File: src/rtl/decode_pkg.sv
// Shared opcode constants, type encodings and decoded-entry sizing for the
// instruction decode stage.
package decode_pkg;

    localparam logic [1:0] TYPE_R   = 2'b00;
    localparam logic [1:0] TYPE_I   = 2'b01;
    localparam logic [1:0] TYPE_J   = 2'b10;
    localparam logic [1:0] TYPE_ILL = 2'b11;

    localparam logic [5:0] OP_RTYPE = 6'h00;
    localparam logic [5:0] OP_J     = 6'h02;
    localparam logic [5:0] OP_JAL   = 6'h03;
    localparam logic [5:0] OP_ANDI  = 6'h0C;
    localparam logic [5:0] OP_ORI   = 6'h0D;
    localparam logic [5:0] OP_XORI  = 6'h0E;

    function automatic logic is_legal_i(input logic [5:0] op);
        case (op)
            6'h04, 6'h05, 6'h08, 6'h09, 6'h0A, 6'h0B, 6'h0C, 6'h0D, 6'h0E, 6'h0F,
            6'h20, 6'h21, 6'h23, 6'h24, 6'h25, 6'h28, 6'h29, 6'h2B: return 1'b1;
            default: return 1'b0;
        endcase
    endfunction

    // Packed entry: {op, rs, rt, rd, shamt, func, imm, target, type, illegal}
    function automatic int entry_width(input int xlen, input int op_w, input int reg_w,
                                       input int shamt_w, input int func_w);
        return op_w + 3 * reg_w + shamt_w + func_w + xlen + (xlen - op_w) + 3;
    endfunction

endpackage

File: src/rtl/instr_field_extract.sv
// Combinational split of a raw instruction word into its fields, R/I/J
// classification and the extended immediate.
module instr_field_extract
    import decode_pkg::*;
#(
    parameter int XLEN    = 32,
    parameter int OP_W    = 6,
    parameter int REG_W   = 5,
    parameter int SHAMT_W = 5,
    parameter int FUNC_W  = 6,
    parameter int IMM_W   = 16
) (
    input  logic [XLEN-1:0]      instr,
    output logic [OP_W-1:0]      op,
    output logic [REG_W-1:0]     rs,
    output logic [REG_W-1:0]     rt,
    output logic [REG_W-1:0]     rd,
    output logic [SHAMT_W-1:0]   shamt,
    output logic [FUNC_W-1:0]    func,
    output logic [XLEN-1:0]      imm,
    output logic [XLEN-OP_W-1:0] target,
    output logic [1:0]           typ,
    output logic                 illegal
);

    logic [5:0]       op6;
    logic [IMM_W-1:0] imm_field;

    assign op        = instr[XLEN-1 -: OP_W];
    assign rs        = instr[XLEN-OP_W-1 -: REG_W];
    assign rt        = instr[XLEN-OP_W-REG_W-1 -: REG_W];
    assign rd        = instr[XLEN-OP_W-2*REG_W-1 -: REG_W];
    assign shamt     = instr[FUNC_W +: SHAMT_W];
    assign func      = instr[FUNC_W-1:0];
    assign target    = instr[XLEN-OP_W-1:0];
    assign imm_field = instr[IMM_W-1:0];
    assign op6       = 6'(op);

    // Classify the opcode and pick zero- or sign-extension for the immediate
    always_comb begin
        typ = TYPE_ILL;
        if (op6 == OP_RTYPE) begin
            typ = TYPE_R;
        end else if (op6 == OP_J || op6 == OP_JAL) begin
            typ = TYPE_J;
        end else if (is_legal_i(op6)) begin
            typ = TYPE_I;
        end else begin
            typ = TYPE_ILL;
        end
        illegal = (typ == TYPE_ILL);
        if (op6 == OP_ANDI || op6 == OP_ORI || op6 == OP_XORI) begin
            imm = {{(XLEN-IMM_W){1'b0}}, imm_field};
        end else begin
            imm = {{(XLEN-IMM_W){imm_field[IMM_W-1]}}, imm_field};
        end
    end

endmodule

File: src/rtl/instr_decode_stage.sv
// Registered decode stage: decodes at push time into a DEPTH-entry circular
// buffer whose head is held in an output register.
module instr_decode_stage
    import decode_pkg::*;
#(
    parameter int XLEN    = 32,
    parameter int OP_W    = 6,
    parameter int REG_W   = 5,
    parameter int SHAMT_W = 5,
    parameter int FUNC_W  = 6,
    parameter int IMM_W   = 16,
    parameter int DEPTH   = 2
) (
    input  logic                 clk,
    input  logic                 rst,
    input  logic                 flush,
    input  logic                 in_valid,
    output logic                 in_ready,
    input  logic [XLEN-1:0]      in_instr,
    output logic                 out_valid,
    input  logic                 out_ready,
    output logic [OP_W-1:0]      out_op,
    output logic [REG_W-1:0]     out_rs,
    output logic [REG_W-1:0]     out_rt,
    output logic [REG_W-1:0]     out_rd,
    output logic [SHAMT_W-1:0]   out_shamt,
    output logic [FUNC_W-1:0]    out_func,
    output logic [XLEN-1:0]      out_imm,
    output logic [XLEN-OP_W-1:0] out_target,
    output logic [1:0]           out_type,
    output logic                 out_illegal,
    output logic [31:0]          dec_count
);

    localparam int ENTRY_W = entry_width(XLEN, OP_W, REG_W, SHAMT_W, FUNC_W);
    localparam int PTR_W   = (DEPTH > 1) ? $clog2(DEPTH) : 1;
    localparam int CNT_W   = $clog2(DEPTH + 1);

    if (OP_W + 3*REG_W + SHAMT_W + FUNC_W != XLEN || OP_W + 2*REG_W + IMM_W != XLEN) begin : g_bad_layout
        $error("instr_decode_stage: field widths do not add up to XLEN");
    end
    if (DEPTH < 1) begin : g_bad_depth
        $error("instr_decode_stage: DEPTH must be at least 1");
    end

    logic [OP_W-1:0]      dec_op;
    logic [REG_W-1:0]     dec_rs, dec_rt, dec_rd;
    logic [SHAMT_W-1:0]   dec_shamt;
    logic [FUNC_W-1:0]    dec_func;
    logic [XLEN-1:0]      dec_imm;
    logic [XLEN-OP_W-1:0] dec_target;
    logic [1:0]           dec_typ;
    logic                 dec_illegal;

    logic [ENTRY_W-1:0] mem [DEPTH];
    logic [ENTRY_W-1:0] new_entry_s, head_r, next_head_s;
    logic [PTR_W-1:0]   rd_ptr_r, wr_ptr_r, next_rd_ptr_s, next_wr_ptr_s;
    logic [CNT_W-1:0]   count_r, kept_s, next_count_s;
    logic               push_s, pop_s, in_ready_r, out_valid_r;
    logic [31:0]        dec_count_r;

    instr_field_extract #(
        .XLEN(XLEN), .OP_W(OP_W), .REG_W(REG_W),
        .SHAMT_W(SHAMT_W), .FUNC_W(FUNC_W), .IMM_W(IMM_W)
    ) u_extract (
        .instr(in_instr), .op(dec_op), .rs(dec_rs), .rt(dec_rt), .rd(dec_rd),
        .shamt(dec_shamt), .func(dec_func), .imm(dec_imm), .target(dec_target),
        .typ(dec_typ), .illegal(dec_illegal)
    );

    assign new_entry_s = {dec_op, dec_rs, dec_rt, dec_rd, dec_shamt, dec_func,
                          dec_imm, dec_target, dec_typ, dec_illegal};

    function automatic logic [PTR_W-1:0] ptr_inc(input logic [PTR_W-1:0] p);
        if (p == PTR_W'(DEPTH - 1)) begin
            return '0;
        end else begin
            return p + PTR_W'(1);
        end
    endfunction

    // Next buffer state; the head register follows whichever entry is at the front after this edge
    always_comb begin
        push_s        = in_valid && in_ready_r && !flush;
        pop_s         = out_valid_r && out_ready && !flush;
        kept_s        = count_r - CNT_W'(pop_s);
        next_rd_ptr_s = pop_s ? ptr_inc(rd_ptr_r) : rd_ptr_r;
        next_wr_ptr_s = push_s ? ptr_inc(wr_ptr_r) : wr_ptr_r;
        next_count_s  = kept_s + CNT_W'(push_s);
        next_head_s   = head_r;
        if (flush) begin
            next_rd_ptr_s = '0;
            next_wr_ptr_s = '0;
            next_count_s  = '0;
        end else if (push_s && kept_s == '0) begin
            next_head_s = new_entry_s;
        end else if (kept_s != '0) begin
            next_head_s = mem[next_rd_ptr_s];
        end else begin
            next_head_s = head_r;
        end
    end

    // Buffer storage; contents are only meaningful below count, so no reset is needed
    always_ff @(posedge clk) begin
        if (push_s) begin
            mem[wr_ptr_r] <= new_entry_s;
        end
    end

    // Control state, head register and accepted-word counter
    always_ff @(posedge clk or posedge rst) begin
        if (rst) begin
            rd_ptr_r    <= '0;
            wr_ptr_r    <= '0;
            count_r     <= '0;
            in_ready_r  <= 1'b1;
            out_valid_r <= 1'b0;
            head_r      <= '0;
            dec_count_r <= 32'd0;
        end else begin
            rd_ptr_r    <= next_rd_ptr_s;
            wr_ptr_r    <= next_wr_ptr_s;
            count_r     <= next_count_s;
            in_ready_r  <= (next_count_s != CNT_W'(DEPTH));
            out_valid_r <= (next_count_s != '0);
            head_r      <= next_head_s;
            if (push_s) begin
                dec_count_r <= dec_count_r + 32'd1;
            end
        end
    end

    assign in_ready  = in_ready_r;
    assign out_valid = out_valid_r;
    assign dec_count = dec_count_r;
    assign {out_op, out_rs, out_rt, out_rd, out_shamt, out_func,
            out_imm, out_target, out_type, out_illegal} = head_r;

endmodule
File: config.mk
export PLATFORM = sky130hd
export DESIGN_NAME = instr_decode_stage
export DESIGN_NICKNAME = d
export VERILOG_FILES = /design/src/rtl/decode_pkg.sv /design/src/rtl/instr_field_extract.sv /design/src/rtl/instr_decode_stage.sv
export SDC_FILE = /design/constraint.sdc
export NUM_CORES = 1
export LEC_CHECK = 0
export CORE_MARGIN = 2
export CORE_UTILIZATION = 54
export CTS_BUF_LIST = sky130_fd_sc_hd__clkbuf_4 sky130_fd_sc_hd__clkbuf_8
export DETAILED_ROUTE_END_ITERATION = 16
export PLACE_DENSITY = 0.88
export SYNTH_ARGS = -nofsm -noshare
export SYNTH_HDL_FRONTEND = slang
export SYNTH_SLANG_ARGS = --single-unit
File: constraint.sdc
create_clock -name clk -period 4.3 [get_ports clk]
set_input_delay 0.86 -clock clk [delete_from_list [all_inputs] [get_ports clk]]
set_output_delay 0.86 -clock clk [all_outputs]
set_load 0.02 [all_outputs]
* Yosys cells after proc, flatten, opt, wreduce, memory -nomap -nowiden
Memory sizes are Yosys's and may differ from the RTL's. Cells that the tools add are included.
Word-level totals: input bits 37, memories kept 2, RAM bits 186, flip-flop bits (word level) 131, ROM bits 64, logic and storage cells 55
Cells by class: multiplexer cells 17, reductions and logical operators 16, add/sub/neg operators 5, bitwise operators 1, equality and inequality tests 7
Memory list:
- mem | depth 2, bits a word 93, read ports 1, clocked after memory_dff 0, write ports 1, RTL line instr_decode_stage.sv:55 | logic [ENTRY_W-1:0] mem [DEPTH];
- (name not given) | depth 64, bits a word 1, read ports 1, clocked after memory_dff 0, write ports 0, RTL line decode_pkg.sv:18 | case (op)
Operators by type and width (count):
- 93-bit two-way mux | 2
- 32-bit by 1-bit adder with 32-bit output, second input constant | 1
- 32-bit two-way mux | 1
- 6-bit by 4-bit equality test with 1-bit output, second input constant | 3
- 6-bit by 2-bit equality test with 1-bit output, second input constant | 2
- 1-bit two-way mux | 10
- 2-bit two-way mux | 4
- 2-bit nonzero test | 4
- 6-bit logical NOT | 1
- 1-bit logical AND | 5
- 1-bit logical OR | 3
- 1-bit adder, second input constant | 2
- 2-bit by 1-bit adder with 2-bit output | 1
- 2-bit equality test, second input constant | 1
- 2-bit logical NOT | 1
- 2-bit != test, second input constant | 1
- 2-bit AND reduction | 1
- 2-bit by 1-bit subtractor with 2-bit output | 1
- 1-bit logical NOT | 1
- 1-bit inverter | 1

* Longest topological paths before layout
Gate-level depths: netlist of run 1.
depth after elaboration 9, mapped depth 8

* Modules after synthesis
A second synthesis of run 1 with hierarchy kept.
Second synthesis, totals: cell total of the unflattened synthesis 868, area total of the unflattened synthesis 12789.8 um^2
Modules (own cells, without submodules):
- instr_decode_stage | instances 1, area each 12011.5 um^2, seq. area each 8864.8 um^2, cells an instance 762
- instr_field_extract | instances 1, area each 778.2 um^2, seq. area each 0.0 um^2, cells an instance 106

* Worst setup path before layout of run 1
Ideal clock, no wire load.
path type input-to-reg, from input port flush, to memory mem[0][0] in the netlist's numbering, enable pin, cell stages on the path 3, setup slack 1152 ps, data arrival time 2718 ps, data required time 3871 ps, cells stage by stage buf_6 > nand3b_4 > nor2_1
Between the ends: longest elaborated chain between the ends 4
RTL lines:
- start, declared | RTL line instr_decode_stage.sv:16 | input logic flush,
- 1-bit logical NOT | RTL line instr_decode_stage.sv:84 | push_s = in_valid && in_ready_r && !flush;
- 1-bit logical AND | RTL line instr_decode_stage.sv:84
- 1-bit two-way mux | RTL line instr_decode_stage.sv:106 | if (push_s) begin
- 1-bit two-way mux (not written as such) | RTL line instr_decode_stage.sv:107 | mem[wr_ptr_r] <= new_entry_s;
- end, declared | RTL line instr_decode_stage.sv:55
No other way between the ends.

* Worst setup path after layout of run 1
from input port flush, to register head_r[88]
Between the ends: longest elaborated chain between the ends 7, elaborated cells on any way between the ends 14
RTL lines:
- 1-bit logical NOT | RTL line instr_decode_stage.sv:84, instr_decode_stage.sv:85
- 1-bit logical AND | RTL line instr_decode_stage.sv:85 | pop_s = out_valid_r && out_ready && !flush;
- 2-bit by 1-bit subtractor with 2-bit output | RTL line instr_decode_stage.sv:86 | kept_s = count_r - CNT_W'(pop_s);
- 2-bit logical NOT | RTL line instr_decode_stage.sv:95 | end else if (push_s && kept_s == '0) begin
- 1-bit logical AND | RTL line instr_decode_stage.sv:95
- 2-bit nonzero test (no line)
- 2-bit AND reduction (no line)
- end signal, assigned | RTL line instr_decode_stage.sv:127 | head_r <= next_head_s;
- end, declared | RTL line instr_decode_stage.sv:56 | logic [ENTRY_W-1:0] new_entry_s, head_r, next_head_s;
Several ways; a longest one is shown, not always the timed one. The select of a mux whose other input is x is not followed. A chain may end at the register's enable or synchronous reset.

==> results.py, run 1 <==
metrics = {
    "status": {
        "status": "finished clean",
    },
    "logic_synthesis": {
        "syn_inst": 469,
        "synth-edff-count": 72,
        "seq_area_frac_synth_pct": 63.4,
        "syn_area_um2": 6330,
        "synth-seq-cells": 146,
        "syn_area_per_cell_um2": 13.5,
        "synth.net_count": 509,
        "async_flop_share_pct": 50.7,
        "ys_types": 46,
        "ys.flop_type": "dfrtp_1",
        "yosysWarningCount": 0,
    },
    "timing": {
        "timing.setup.tns_ns": 0,
        "fin_crit_ns": 3.31,
        "layout_setup_ws_ns": 0.986,
        "rsz0062_at_grt": "false",
        "worst_slew_pin_slew_ns": 0.934,
        "slew-limit-headroom_pct": 37.7,
        "max_freq_ghz": 0.302,
        "setup_viol": 0,
        "slew_viol_final": 0,
        "finalHoldViolCount": 0,
        "finalCritPeriodShare_pct": 77.1,
        "skew_ns": 0.0124,
    },
    "clock_tree": {
        "cts_root_buf": "clkbuf_8",
        "cts_tree": "done",
        "cts-buffers-inserted": 17,
        "post_cts_buffers": 0,
        "numClockSinks": 146,
        "clk_latency_ns": 0.43,
        "clockBufferDepth": 2,
        "holdBufCountCts": 0,
        "cts_max_level": 4,
        "cts.clk_slew.worst_paths_ns": 0.08,
        "post_cts_resized": 0,
    },
    "min_path": {
        "worstHoldPathType": "flop to flop",
        "min_from": "dec_count[31]",
    },
    "global_route": {
        "grt_pass1_wl_um": 22000,
        "grt_max_degree": 54,
        "grt_use_met3_pct": 7.94,
        "top_usage_layer": "met2",
        "grt_pass1_vias": 4342,
        "grt.total_usage_pct": 22.2,
        "met1_usage_pct": 28.2,
        "antenna_found_initial": 0,
        "grtUsageMet2_pct": 36.4,
        "overflow": 0,
    },
    "placement": {
        "place_congestion": 0.756,
        "io_buffers": 163,
        "dpl.hpwl_um": 9000,
        "dpl_worst_slack_ns": 0.612,
        "dp.cells": 705,
    },
    "critical_path": {
        "worstSetupStartpointType": "input pin",
        "critPathKind": "input pin to flop",
        "cp_max_fo": 31,
        "rr_startpoint": "out_valid",
        "crit_path_end_kind": "flop",
        "crit_arrival_ns": 3.66,
        "required_ns": 4.64,
        "worstSetupStartpoint": "flush",
    },
    "floorplan": {
        "pin_count": 164,
        "rows": 39,
        "core_um2": 11400,
        "start_util_pct": 55.4,
        "die_w_um": 112,
        "fp.dieH_um": 112,
        "die_area_um2": 12600,
    },
    "finish": {
        "final_cells": 737,
        "diodes": 0,
        "fillers": 800,
        "nets": 621,
        "area_delta_synth_final_pct": 27.5,
        "final_core_util_pct": 70.7,
        "layout-drive-gt1-share_pct": 8.92,
    },
    "job": {
        "cap_violations": 0,
    },
    "detailed_routing": {
        "dr.pass1.iters": 4,
        "ant_nets": 0,
        "vias": 4121,
        "drc": 0,
        "routedWlPerCell_um": 18.8,
        "routed_wirelength_um": 13900,
        "dr.first_iter.drc_count": 311,
        "vias_per_cell": 5.59,
    },
    "power_and_ir_drop": {
        "peakVddDrop_mv": 0.426,
        "p_leak_uw": 0.00334,
        "power_per_cell_area_nw_per_um2": 629,
    },
}
## per-layer routing
layer | vias up | wire, um
li1 | 1882 | -
met4 | 0 | 109
met2 | 171 | 7040
met5 | - | 0
met1 | 2056 | 5660
met3 | 12 | 1070
## critical path, stage by stage
cell             delay (ns)
clkdlybuf4s50_1        0.68
nand3b_1               0.27
inv_1                  0.07
ha_1                   0.19
xnor2_1                0.45
a31o_2                 0.75
a22oi_1                0.21
o21ai_0                0.16
## state kept, by name (all words and copies together), names as in the netlist
signal     cells
rd_ptr_r       1
dec_count     32
wr_ptr_r       1
in_ready       1
mem           72
out_valid      1
count_r        2
head_r        36
## final cells by class
cell class / instances / area, um2 / share of cell area [%]
clock buffers: 20 / 269 / 3.33
clock inverters: 12 / 131 / 1.63
inverters: 10 / 38.8 / 0.481
repair buffers: 169 / 1680 / 20.8
well taps: 143 / 179 / 2.22
flip-flops and latches: 146 / 4020 / 49.8
multi-input cells: 237 / 1760 / 21.8
## path summary, 6_finish.rpt
check,to,slack (ns),cells past startpoint
setup / recovery,head_r[88],0.99,8
hold / removal,dec_count[31],0.48,1
setup reg to reg,head_r[88],1.78,7
hold reg to reg,dec_count[31],0.48,1
max in group asynchronous,head_r[71],2.53,3
min in group asynchronous,head_r[66],0.91,2
## cells in the mapped netlist (all sizes together), types with 2 or more instances
master | instances | area [um2]
o22ai | 5 | 31.3
o21ai | 30 | 150
or4 | 2 | 18.8
xor2 | 9 | 86.3
nor2 | 10 | 37.5
a221o | 2 | 20.0
and2 | 5 | 31.3
nor4 | 3 | 33.8
a21oi | 7 | 35.0
a22oi | 29 | 218
nor3 | 3 | 20.0
mux2 | 2 | 22.5
nand2 | 12 | 45.0
clkbuf | 13 | 48.8
inv | 10 | 37.5
xnor2 | 25 | 219
nor2b | 2 | 12.5
edfxtp | 72 | 2160
buf | 63 | 489
and4 | 2 | 17.5
a31o | 2 | 17.5
mux2i | 37 | 370
ha | 3 | 37.5
nand3 | 9 | 45.0
nand3b | 2 | 27.5
dfrtp | 73 | 1830
nand4 | 15 | 100
and3 | 12 | 75.1
## cell usage in the layout (no fill, tap or decap), types with 9 or more instances in the layout
| cell type | count |
|---|---|
| a22oi_1 | 29 |
| and3_1 | 12 |
| o21ai_0 | 30 |
| edfxtp_1 | 72 |
| inv_1 | 9 |
| nand2_1 | 12 |
| nand4_1 | 14 |
| clkdlybuf4s50_1 | 163 |
| mux2i_1 | 37 |
| clkbuf_8 | 19 |
| dfrtp_1 | 73 |
| nand3_1 | 9 |
| nor2_1 | 9 |
| xnor2_1 | 25 |
## logic make-up (layout without fill, tap and decap cells)
family	after synthesis	after routing	share of synthesized area [%]
AOI/OAI and AO/OA	81	81	8.21
xor gates and xnor gates	34	34	4.82
adders and majority gates	3	3	0.593
buffers and inverters	86	211	9.09
DFF	146	146	63.4
muxes	39	39	6.21
and+or+nand+nor	80	80	7.63
## power breakdown
group          total, uW  internal, uW  switching [uW]
Clock               1070           553             518
Combinational       2060           977            1080
Sequential          1940          1720             227
## metrics by stage
step | hold WS (ns) | area (um2) | power (uW)
2_1_floorplan | 0.505 | 6330 | 3290
3_3_place_gp | 0.465 | 7670 | 3970
3_5_place_dp | 0.462 | 7670 | 4030
4_1_cts | 0.485 | 8070 | 5110
5_1_grt | 0.518 | 8070 | 5290
6_report | 0.479 | 8070 | 5070
No activity file was read; power rests on OpenSTA's default activity.
==> run 2: changes to the inputs <==
CORE_UTILIZATION = 46   (was 54)
PLACE_DENSITY = 0.8   (was 0.88)
clock period = 2.7 ns   (was 4.3 ns; I/O delays follow)
==> run 2 against run 1 <==
Against the previous run: final cell count increased by 6.1%; critical path depth decreased by 7; global-route usage decreased by 2.7 points; die area increased by 17%; first-iteration DRC count decreased by 7.4%; largest power group unchanged; highest routed layer unchanged.
==> results.py, run 2 (synthesized netlist as in run 1, its figures left out) <==
metrics = {
    "job": {
        "cap_violations": 0,
    },
    "critical_path": {
        "critPathKind": "flop to output pin",
        "cpMaxStageDelayCell": "clkdlybuf4s50_1",
        "crit_path_end_kind": "output pin",
        "reg2reg_to": "dec_count[28]",
        "critPathTopFamily": "buffers and inverters",
        "cp.depth": 1,
        "worstPathCellList": "clkdlybuf4s50_1",
        "r2r_slack_ns": 0.67,
        "worstSetupStartpoint": "head_r[60]",
        "slowest_delay_ns": 0.71,
        "worstSetupStartpointType": "flop",
        "cp_max_fo": 17,
        "required_ns": 2.16,
        "worst-path-buf-inv": 1,
        "crit_arrival_ns": 1.76,
        "endpoint": "out_imm[20]",
        "rr_startpoint": "dec_count[8]",
        "r2r_cells": 4,
    },
    "finish": {
        "final_common_cell": "clkdlybuf4s50_1",
        "largest_register": "mem",
        "nets": 633,
        "largest_register_ffs": 72,
        "area_delta_synth_final_pct": 30.6,
        "diodes": 0,
        "final_core_util_pct": 61.9,
        "layout-drive-gt1-share_pct": 10.7,
        "final_cell_mix": "clkdlybuf4s50_1 (163), dfrtp_1 (73), edfxtp_1 (72)",
        "final_area_um2": 8260,
    },
    "detailed_routing": {
        "routed_wirelength_um": 13600,
        "dr.first_iter.drc_count": 288,
        "routedWlPerCell_um": 17.4,
        "vias": 4106,
        "ant_nets": 0,
        "drc": 0,
        "dr.pass1.iters": 4,
        "vias_per_cell": 5.25,
    },
    "power_and_ir_drop": {
        "p_leak_uw": 0.00342,
        "p_comb_share_pct": 41.5,
        "power_per_cell_area_nw_per_um2": 979,
        "power.switching_uw": 2880,
        "p_sw_share_pct": 35.6,
        "p_int_uw": 5210,
        "p_clk_share_pct": 20.5,
        "peakVddDrop_mv": 0.452,
        "sequentialPowerShare_pct": 38.0,
    },
    "timing": {
        "layout_setup_ws_ns": 0.399,
        "finalCritPeriodShare_pct": 85.2,
        "worst_slew_pin_slew_ns": 0.821,
        "finalHoldViolCount": 0,
        "setup_viol": 0,
        "slew-limit-headroom_pct": 44.9,
        "skew_ns": 0.00933,
        "timing.setup.tns_ns": 0,
        "slew_viol_final": 0,
        "fin_crit_ns": 2.30,
        "max_freq_ghz": 0.435,
        "rsz0062_at_grt": "false",
    },
    "global_route": {
        "grt.total_usage_pct": 19.5,
        "antenna_found_initial": 0,
        "grt_max_degree": 39,
        "overflow": 0,
        "grt_pass1_wl_um": 22200,
        "grt_pass1_vias": 4177,
    },
    "floorplan": {
        "core_um2": 13300,
        "die_w_um": 121,
        "die_area_um2": 14700,
        "rows": 42,
        "pin_count": 164,
        "fp.dieH_um": 121,
        "start_util_pct": 47.4,
    },
    "clock_tree": {
        "clockBufferDepth": 2,
        "holdBufCountCts": 0,
        "cts-buffers-inserted": 17,
        "post_cts_buffers": 0,
        "cts_root_buf": "clkbuf_8",
        "cts_max_level": 4,
        "post_cts_resized": 0,
        "numClockSinks": 146,
        "cts_tree": "done",
        "clk_latency_ns": 0.43,
        "cts.clk_slew.worst_paths_ns": 0.08,
    },
    "placement": {
        "dpl_worst_slack_ns": 0.118,
        "place_congestion": 0.814,
        "dpl_cell_area_um2": 7870,
        "dpl.hpwl_um": 9220,
        "io_buffers": 163,
    },
    "status": {
        "status": "finished clean",
    },
    "min_path": {
        "worstHoldPathType": "input pin to asynchronous set/reset pin",
    },
}
run 2: cell types whose count changed in the layout (fill, tap and decap cells not counted), sizes merged:
cell      change
buf          +12
clkbuf        -1
clkinv        -1
clkinvlp      +1
inv           +1
run 2: cell type report:
class / count / area, um2
Clock buffer: 19 / 255
Clock inverter: 13 / 135
Fill cell: 1020 / 5080
Inverter: 10 / 38.8
Multi-Input combinational cell: 237 / 1760
Sequential cell: 146 / 4020
Tap cell: 176 / 220
Timing Repair Buffer: 181 / 1840
run 2: per-layer routing:
metal / vias up / wire, um / track usage [%]
li1: 1912 / - / -
met1: 2029 / 5740 / 25.2
met2: 157 / 6750 / 31.9
met3: 8 / 1060 / 6.53
met4: 0 / 78 / 4.96
met5: - / 0 / 0
run 2: power groups by stage:
stage | Combinational (uW) | Clock [uW] | Sequential, uW
3_5_place_dp | 3380 | 0 | 3120
6_report | 3360 | 1660 | 3080
3_3_place_gp | 3320 | 0 | 3090
4_1_cts | 3400 | 1700 | 3080
5_1_grt | 3560 | 1790 | 3130
2_1_floorplan | 1800 | 0 | 3430
run 2: worst min-delay path by stage:
stage          cells after the start  slack, ns          start       endpoint
2_1_floorplan                      2       0.50     mem[1][61]     head_r[61]
3_3_place_gp                       1       0.47  dec_count[31]  dec_count[31]
3_5_place_dp                       1       0.47  dec_count[31]  dec_count[31]
4_1_cts                            2       0.38            rst  dec_count[24]
5_1_grt                            2       0.41            rst  dec_count[23]
6_report                           2       0.40            rst  dec_count[27]
run 2: stage by stage:
step / power [uW] / cells / hold WS, ns
floorplan: 5240 / 469 / 0.505
global placement: 6410 / 750 / 0.469
detailed placement: 6510 / 750 / 0.471
CTS: 8170 / 782 / 0.376
global route: 8480 / 782 / 0.413
finish: 8090 / 782 / 0.395
